`src/rtl/uart_flash_encoder.sv`:
```
// uart_flash_encoder: frames SPI-flash erase/program/read commands as a byte
// stream for a UART bridge, checks the 8-byte echo answer, and forwards
// read-back data.
// Build option: define UART_FLASH_TIMEOUT_EN to bound the answer/read wait
// to TIMEOUT_CYCLES clocks; without it those states wait indefinitely.
module uart_flash_encoder #(
  parameter logic [31:0] TIMEOUT_CYCLES = 32'd50_000_000
) (
  input  logic        sys_clk,
  input  logic        sys_rst_n,
  input  logic        cmd_valid_i,
  output logic        cmd_ready_o,
  input  logic [7:0]  cmd_op_i,
  input  logic [23:0] cmd_addr_i,
  output logic        wr_data_req_o,
  input  logic [7:0]  wr_data_i,
  output logic        uart_tx_en_o,
  output logic [7:0]  uart_txdata_o,
  input  logic        uart_tx_busy_i,
  input  logic        uart_rx_valid_i,
  input  logic [7:0]  uart_rxdata_i,
  output logic [7:0]  rd_data_o,
  output logic        rd_data_valid_o,
  output logic        done_o,
  output logic        err_o
);

  typedef enum logic [2:0] {
    IDLE, HEAD, OP, ADDR, DATA, WAIT_ANS, READ_DATA, FIN
  } state_t;

  state_t      state;
  logic [7:0]  op;
  logic [23:0] addr;
  logic [8:0]  cnt;
  logic        err_flag;
  logic        tx_taken;
  logic [7:0]  ans_exp;
  logic        rx_mismatch;
  logic        tmo_hit;

  // Fixed 7-byte frame header; also the first 7 bytes of every answer.
  function automatic logic [7:0] head_byte(input logic [2:0] idx);
    case (idx)
      3'd0:    head_byte = 8'h36;
      3'd1:    head_byte = 8'h66;
      3'd2:    head_byte = 8'h6C;
      3'd3:    head_byte = 8'h61;
      3'd4:    head_byte = 8'h73;
      3'd5:    head_byte = 8'h68;
      default: head_byte = 8'h36;
    endcase
  endfunction

  function automatic logic op_valid(input logic [7:0] o);
    case (o)
      8'h00, 8'h01, 8'h02, 8'h03, 8'h10, 8'h20: op_valid = 1'b1;
      default:                                  op_valid = 1'b0;
    endcase
  endfunction

  assign tx_taken = uart_tx_en_o && !uart_tx_busy_i;

  // The page-data pop is combinational so the popped byte is loaded into the
  // tx register on the same edge the previous byte is taken: no gap cycles.
  assign wr_data_req_o = tx_taken && (op == 8'h10) &&
                         (((state == ADDR) && (cnt == 9'd2)) ||
                          ((state == DATA) && (cnt != 9'd256)));

  assign ans_exp     = (cnt < 9'd7) ? head_byte(cnt[2:0]) : op;
  assign rx_mismatch = (uart_rxdata_i != ans_exp);

`ifdef UART_FLASH_TIMEOUT_EN
  logic [31:0] tmo_cnt;

  // Idle-cycle counter for the answer/read wait; restarts on every rx byte.
  always_ff @(posedge sys_clk or negedge sys_rst_n) begin
    if (!sys_rst_n) begin
      tmo_cnt <= 32'd0;
    end else if (((state == WAIT_ANS) || (state == READ_DATA)) && !uart_rx_valid_i) begin
      tmo_cnt <= tmo_cnt + 32'd1;
    end else begin
      tmo_cnt <= 32'd0;
    end
  end

  assign tmo_hit = ((state == WAIT_ANS) || (state == READ_DATA)) && !uart_rx_valid_i &&
                   (tmo_cnt == TIMEOUT_CYCLES - 32'd1);
`else
  assign tmo_hit = 1'b0;
`endif

  // Command sequencer: all outputs except wr_data_req_o are registered here.
  always_ff @(posedge sys_clk or negedge sys_rst_n) begin
    if (!sys_rst_n) begin
      state           <= IDLE;
      op              <= 8'h00;
      addr            <= 24'h000000;
      cnt             <= 9'd0;
      err_flag        <= 1'b0;
      cmd_ready_o     <= 1'b1;
      uart_tx_en_o    <= 1'b0;
      uart_txdata_o   <= 8'h00;
      rd_data_o       <= 8'h00;
      rd_data_valid_o <= 1'b0;
      done_o          <= 1'b0;
      err_o           <= 1'b0;
    end else begin
      done_o          <= 1'b0;
      err_o           <= 1'b0;
      rd_data_valid_o <= 1'b0;
      case (state)
        IDLE: begin
          if (cmd_valid_i && cmd_ready_o) begin
            op          <= cmd_op_i;
            addr        <= cmd_addr_i;
            cmd_ready_o <= 1'b0;
            cnt         <= 9'd0;
            if (op_valid(cmd_op_i)) begin
              state         <= HEAD;
              uart_tx_en_o  <= 1'b1;
              uart_txdata_o <= head_byte(3'd0);
            end else begin
              // Unknown opcode: report failure next cycle without any traffic.
              state  <= FIN;
              done_o <= 1'b1;
              err_o  <= 1'b1;
            end
          end
        end
        HEAD: begin
          if (tx_taken) begin
            if (cnt == 9'd6) begin
              state         <= OP;
              cnt           <= 9'd0;
              uart_txdata_o <= op;
            end else begin
              cnt           <= cnt + 9'd1;
              uart_txdata_o <= head_byte(cnt[2:0] + 3'd1);
            end
          end
        end
        OP: begin
          if (tx_taken) begin
            cnt <= 9'd0;
            if (op == 8'h00) begin
              // Chip erase carries no address.
              state        <= WAIT_ANS;
              uart_tx_en_o <= 1'b0;
            end else begin
              state         <= ADDR;
              uart_txdata_o <= addr[23:16];
            end
          end
        end
        ADDR: begin
          if (tx_taken) begin
            if (cnt == 9'd2) begin
              if (op == 8'h10) begin
                state         <= DATA;
                uart_txdata_o <= wr_data_i;
                cnt           <= 9'd1;
              end else begin
                state        <= (op == 8'h20) ? READ_DATA : WAIT_ANS;
                uart_tx_en_o <= 1'b0;
                cnt          <= 9'd0;
              end
            end else begin
              cnt           <= cnt + 9'd1;
              uart_txdata_o <= (cnt == 9'd0) ? addr[15:8] : addr[7:0];
            end
          end
        end
        DATA: begin
          // cnt = page bytes already loaded into the tx register.
          if (tx_taken) begin
            if (cnt == 9'd256) begin
              state        <= WAIT_ANS;
              uart_tx_en_o <= 1'b0;
              cnt          <= 9'd0;
            end else begin
              uart_txdata_o <= wr_data_i;
              cnt           <= cnt + 9'd1;
            end
          end
        end
        WAIT_ANS: begin
          if (uart_rx_valid_i) begin
            if (rx_mismatch) err_flag <= 1'b1;
            if (cnt == 9'd7) begin
              state  <= FIN;
              done_o <= 1'b1;
              err_o  <= err_flag | rx_mismatch;
            end else begin
              cnt <= cnt + 9'd1;
            end
          end else if (tmo_hit) begin
            err_flag <= 1'b1;
            state    <= FIN;
            done_o   <= 1'b1;
            err_o    <= 1'b1;
          end
        end
        READ_DATA: begin
          if (cnt == 9'd256) begin
            state  <= FIN;
            done_o <= 1'b1;
            err_o  <= err_flag;
          end else if (uart_rx_valid_i) begin
            rd_data_o       <= uart_rxdata_i;
            rd_data_valid_o <= 1'b1;
            cnt             <= cnt + 9'd1;
          end else if (tmo_hit) begin
            err_flag <= 1'b1;
            state    <= FIN;
            done_o   <= 1'b1;
            err_o    <= 1'b1;
          end
        end
        FIN: begin
          state       <= IDLE;
          cmd_ready_o <= 1'b1;
          cnt         <= 9'd0;
          err_flag    <= 1'b0;
        end
        default: begin
          state       <= IDLE;
          cmd_ready_o <= 1'b1;
          cnt         <= 9'd0;
          err_flag    <= 1'b0;
        end
      endcase
    end
  end

endmodule
```
`config.mk`:
```
export PLATFORM = sky130hd
export DESIGN_NAME = uart_flash_encoder
export DESIGN_NICKNAME = d
export VERILOG_FILES = /design/src/rtl/uart_flash_encoder.sv
export SDC_FILE = /design/constraint.sdc
export NUM_CORES = 1
export LEC_CHECK = 0
export BUFFER_PORTS_ARGS = -buffer_cell sky130_fd_sc_hd__buf_4
export CORE_MARGIN = 2
export CORE_UTILIZATION = 25
export CTS_BUF_LIST = sky130_fd_sc_hd__clkbuf_8
export DETAILED_ROUTE_END_ITERATION = 8
export GPL_ROUTABILITY_DRIVEN = 0
export SLEW_MARGIN = 20
export SYNTH_ARGS = -nofsm -noshare
export SYNTH_HDL_FRONTEND = slang
export SYNTH_SLANG_ARGS = --single-unit
```
`constraint.sdc`:
```
create_clock -name sys_clk -period 3.3 [get_ports sys_clk]
set_input_delay 0.165 -clock sys_clk [delete_from_list [all_inputs] [get_ports sys_clk]]
set_output_delay 0.165 -clock sys_clk [all_outputs]
set_load 0.05 [all_outputs]
```
; After elaboration in Yosys (flattened, before gate mapping)
; Index checks and enable logic that the tools add are counted.
[op_classes]
eq_ne = 51
n_addsub = 2
muxes = 77
bitwise = 2
n_reduce_logical = 25
magnitude_cmp = 1
[ops]
columns = op, n
row1 = $mux W9, 12
row2 = $mux W8, 13
row3 = $pmux W9 S8, 1
row4 = $pmux W7 S5, 2
row5 = $pmux W8 S5, 1
row6 = $mux W3, 13
row7 = $ne A2 B2 Y1 const B, 18
row8 = $mux W1, 27
row9 = $eq A3 B3 Y1 const B, 8
row10 = $pmux W3 S8, 1
row11 = $reduce_and A10 Y1, 2
row12 = $eq A3 B2 Y1 const B, 6
row13 = $eq A9 B3 Y1 const B, 2
row14 = $eq A8 B2 Y1 const B, 2
row15 = $eq A8 B5 Y1 const B, 2
row16 = $eq A8 B6 Y1 const B, 2
row17 = $logic_not A8 Y1, 2
row18 = $reduce_and A11 Y1, 1
row19 = $add A9 B1 Y9 const B, 1
row20 = $eq A3 B1 Y1 const B, 3
row21 = $eq A9 B2 Y1 const B, 1
row22 = $eq A9 B9 Y1 const B, 1
row23 = $logic_not A9 Y1, 1
row24 = $lt A9 B3 Y1 const B, 1
row25 = 23 further kinds, 35
[word_totals]
regBits = 66
word_cells = 170
input_bits = 53

; Longest topological paths before layout
[logic_depth]
ltp_word = 8
ltp_mapped = 10
mapped_depth_nobuf = 8

; Worst setup path after synthesis
; Ideal clock, no wire load.
[synth_path]
path_type = register to output
startpoint = register op[0]
endpoint = output port wr_data_req_o
path_buffers = 0
path_slack_ps = 529
stages_incl_launch_ff = 5
arrival_ps = 2606
path_cell_list = dfrtp_1 > or4_1 > nor4_1 > nand2_1 > a211oi_1
[synth_via]
elab_chain_cells = 3
[synth_lines]
columns = item, line
row1 = start: declaration, 33  ; logic [7:0] op;
row2 = start signal: assignment, 115  ; op <= cmd_op_i;
row3 = $eq A8 B5 Y1, 66  ; assign wr_data_req_o = tx_taken && (op == 8'h10) &&
row4 = $logic_and A1 B1 Y1 (2 in a row), 66
row5 = end: declaration, 15  ; output logic wr_data_req_o,
; No other way between the ends.

; Worst setup path after layout
[layout_path]
startpoint = register cnt[2]
endpoint = register uart_txdata_o[6]
[layout_via]
elab_chain_cells = 6
elab_cells_between_ends = 20
classes_between = 1 x add/sub / 10 x eq/ne / 7 x mux / 2 x reduce/logical
[layout_lines]
columns = item, line
row1 = start: declaration, 35  ; logic [8:0] cnt;
row2 = start signal: assignment, 138  ; cnt <= cnt + 9'd1;
row3 = start signal: assignment, 169  ; cnt <= cnt + 9'd1;
row4 = start signal: assignment, 183  ; cnt <= cnt + 9'd1;
row5 = $add A3 B1 Y3, 139  ; uart_txdata_o <= head_byte(cnt[2:0] + 3'd1);
row6 = $eq A3 B3 Y1 (tied with other cells), 44  ; case (idx)
row7 = $pmux W7 S5, 44
row8 = $mux W8, 133  ; if (cnt == 9'd6) begin
row9 = $mux W8, 132  ; if (tx_taken) begin
row10 = $pmux W8 S5, 112  ; case (state)
row11 = end signal: assignment, 122  ; uart_txdata_o <= head_byte(3'd0);
row12 = end signal: assignment, 136  ; uart_txdata_o <= op;
row13 = end signal: assignment, 139
row14 = end: declaration, 18  ; output logic [7:0] uart_txdata_o,
; Several ways; a longest one is shown, not always the timed one. The select of a mux whose other input is x is not followed.
; A chain may end at the register's enable or synchronous reset.

==> results.json <==
{
  "status": "finished clean",
  "seqPwrFrac": 0.303,
  "rsz0062_at_grt": "false",
  "n_antenna_cell": 0,
  "period_share": 0.8506,
  "area_growth_pct": 25.01,
  "holdPathStages": 3,
  "use_met1": 0.1917,
  "synth_top_area_frac": 0.4064,
  "synth_edf_count": 0,
  "required_ps": 3540,
  "io_buffers": 74,
  "synthCells": 416,
  "final_cell_mix": "83 x buf_4, 65 x dfrtp_1, 42 x nand2_1, 37 x mux2_2",
  "fin_area_um2": 5004,
  "synth.area.top_cells": "dfrtp_1 41%, mux2_2 10%, nand2_1 3.9%",
  "path_clk_slew_ps": 80,
  "p_switching_mw": 2.149,
  "synthArstFlopShare": 1.000,
  "drt_wl_total_um": 11540,
  "drt-pass1-iter-count": 4,
  "ys_seq_area_frac": 0.4129,
  "ys_seq_elements": 66,
  "fin_nets": 544,
  "critPathMaxFanout": 17,
  "drtIter0Drc": 228,
  "endpoint_kind": "register",
  "vias": 3544,
  "wl_per_cell_um": 16.34,
  "whs_ps": 15.07,
  "insertion_delay_ps": 360,
  "hold_viol": 0,
  "finClkSkew_ps": 15.00,
  "cts_buffers": 9,
  "power.share.combinational": 0.546,
  "die_w_um": 130.5,
  "worst_slew_pin_slew_ps": 862.8,
  "ant_nets": 0,
  "hpwl_um": 8676,
  "crit_start": "cnt[2]",
  "crit_slowest_cell": "dfrtp_1",
  "grt_pass1_vias": 3502,
  "hp-class": "input port to register",
  "ir_worst_vdd_mv": 0.4114,
  "max_stage_delay_ps": 610,
  "grt_use_total": 0.1403,
  "start_kind": "register",
  "synth_area_um2": 4003,
  "gr-usage-met3": 0.04438,
  "cts_setup_buffers": 0,
  "synth_warnings": 0,
  "tns_ps": 0,
  "post_cts_resized": 0,
  "row_count": 46,
  "cts_tree": "built",
  "root_buffer": "clkbuf_8",
  "worstSetupEndpoint": "uart_txdata_o[6]",
  "layout_commonest_cell": "buf_4",
  "cp.depth": 8,
  "p_int_mw": 2.536,
  "critPathTopFamily": "compound AO/OA/AOI/OAI gates",
  "ff2ff_setup_slack_ps": 490,
  "power_density_nw_per_um2": 936.4,
  "top_usage_layer": "met2",
  "yosys.area.top_type": "dfrtp_1",
  "boundaryPins": 75,
  "grt_max_degree": 67,
  "met2_usage": 0.2160,
  "power.leakage_nw": 2.257,
  "cp.arrival_ps": 3050,
  "final_core_util": 0.3173,
  "postCtsHoldBufs": 1,
  "grt_pass1_wl_um": 18490,
  "worstPathCellList": "inv_1 -> ha_1 -> or3b_2 -> a21oi_1 -> mux2i_1 -> a222oi_1 -> o21ai_0 -> mux2_2",
  "drv_cap": 0,
  "route.detailed.drc": 0,
  "swShare": 0.4587,
  "avgSynthCellArea_um2": 9.622,
  "h-tree-depth": 3,
  "fin_ws_ps": 493.1,
  "core-area_um2": 15770,
  "dpl_cell_area_um2": 4790,
  "cts_sinks": 66,
  "clk_path_buf_depth": 2,
  "ys_types": 70,
  "antenna_found_initial": 0,
  "maxSlewViolCount": 0,
  "die_h_um": 130.5,
  "start_util": 0.2538,
  "setup_violations": 0,
  "drive_above_1_share": 0.3061,
  "layout_min_cycle_time_ps": 2807,
  "worstSetupPathType": "register to register",
  "syn_nets": 475,
  "hold_start": "cmd_addr_i[21]",
  "vias_per_cell": 5.020,
  "slew_headroom": 0.4248,
  "power_frac_clock": 0.151,
  "r2r-end": "uart_txdata_o[6]",
  "fmax_mhz": 356.3,
  "place_ws_ps": 530.2,
  "ys.flop_type": "dfrtp_1",
  "gr-total-overflow": 0,
  "rr_startpoint": "cnt[2]",
  "worst-r2r-cell-count": 8,
  "dieArea_um2": 17040,
  "path_buf_inv": 1
}
[metal layers]
metal / up-vias / wire length, um
li1: 1675 / -
met1: 1725 / 5185
met2: 133 / 5332
met3: 11 / 902
met4: 0 / 119
met5: - / 0
[cell families after synthesis]
family | synth area share
xor gates and xnor gates | 0.008752
muxes | 0.1466
DFF | 0.4129
buffers and inverters | 0.04126
adders and majority gates | 0.01876
and+or+nand+nor | 0.1788
AOI/OAI and AO/OA | 0.1929
[state kept, by name, indices dropped and copies added, names as in the netlist, 3 cells and up]
signal / flops
addr: 24
cnt: 9
op: 8
uart_txdata_o: 8
rd_data_o: 8
state: 3
[power groups by stage]
| stage | Sequential [mW] | Clock (mW) | Combinational [mW] |
|---|---|---|---|
| 2_1_floorplan | 1.64 | 0 | 1.60 |
| 4_1_cts | 1.42 | 0.733 | 2.56 |
| 3_3_place_gp | 1.42 | 0 | 2.50 |
| 3_5_place_dp | 1.43 | 0 | 2.55 |
| 5_1_grt | 1.47 | 0.773 | 2.78 |
| 6_report | 1.42 | 0.708 | 2.56 |
[Yosys cell counts (4+ instances only)]
cell type   n
a21oi_1    18
a31oi_1     6
and2_1      5
buf_2       5
clkbuf_1   17
dfrtp_1    65
ha_1        6
inv_1      14
mux2_2     37
mux2i_1    14
nand2_1    42
nand2b_1    8
nand3_1    11
nor2_1     25
nor2b_1     9
nor4_1      4
o211ai_1   11
o21ai_0    25
o31ai_1    10
or4_1       4
xor2_1      4
[per-stage QoR]
stage                     total power, mW  instances
after CTS                           4.711        706
final                               4.685        706
after detailed placement            3.979        689
after floorplan                     3.240        416
after global placement              3.923        689
after global routing                5.027        706
[tightest hold or removal path: stages]
cell,delay [ps]
buf_4,80
nand2_1,40
o21ai_0,60
[worst min-delay path by stage]
stage	endpoint	slack [ps]
6_report	addr[21]	20
3_5_place_dp	rd_data_valid_o	340
4_1_cts	addr[18]	8
5_1_grt	addr[1]	9
2_1_floorplan	addr[0]	-130
3_3_place_gp	rd_data_o[0]	330
[cell type report]
cell class / instances / area, um^2
inverter: 14 / 52.55
timing repair buffer: 84 / 633.1
clock inverter: 6 / 66.31
multi-input combinational: 310 / 2191
sequential: 66 / 1653
fill: 1673 / 10770
tap: 216 / 270.3
clock buffer: 10 / 137.6
Note: power is estimated with default switching activity, not from simulation.
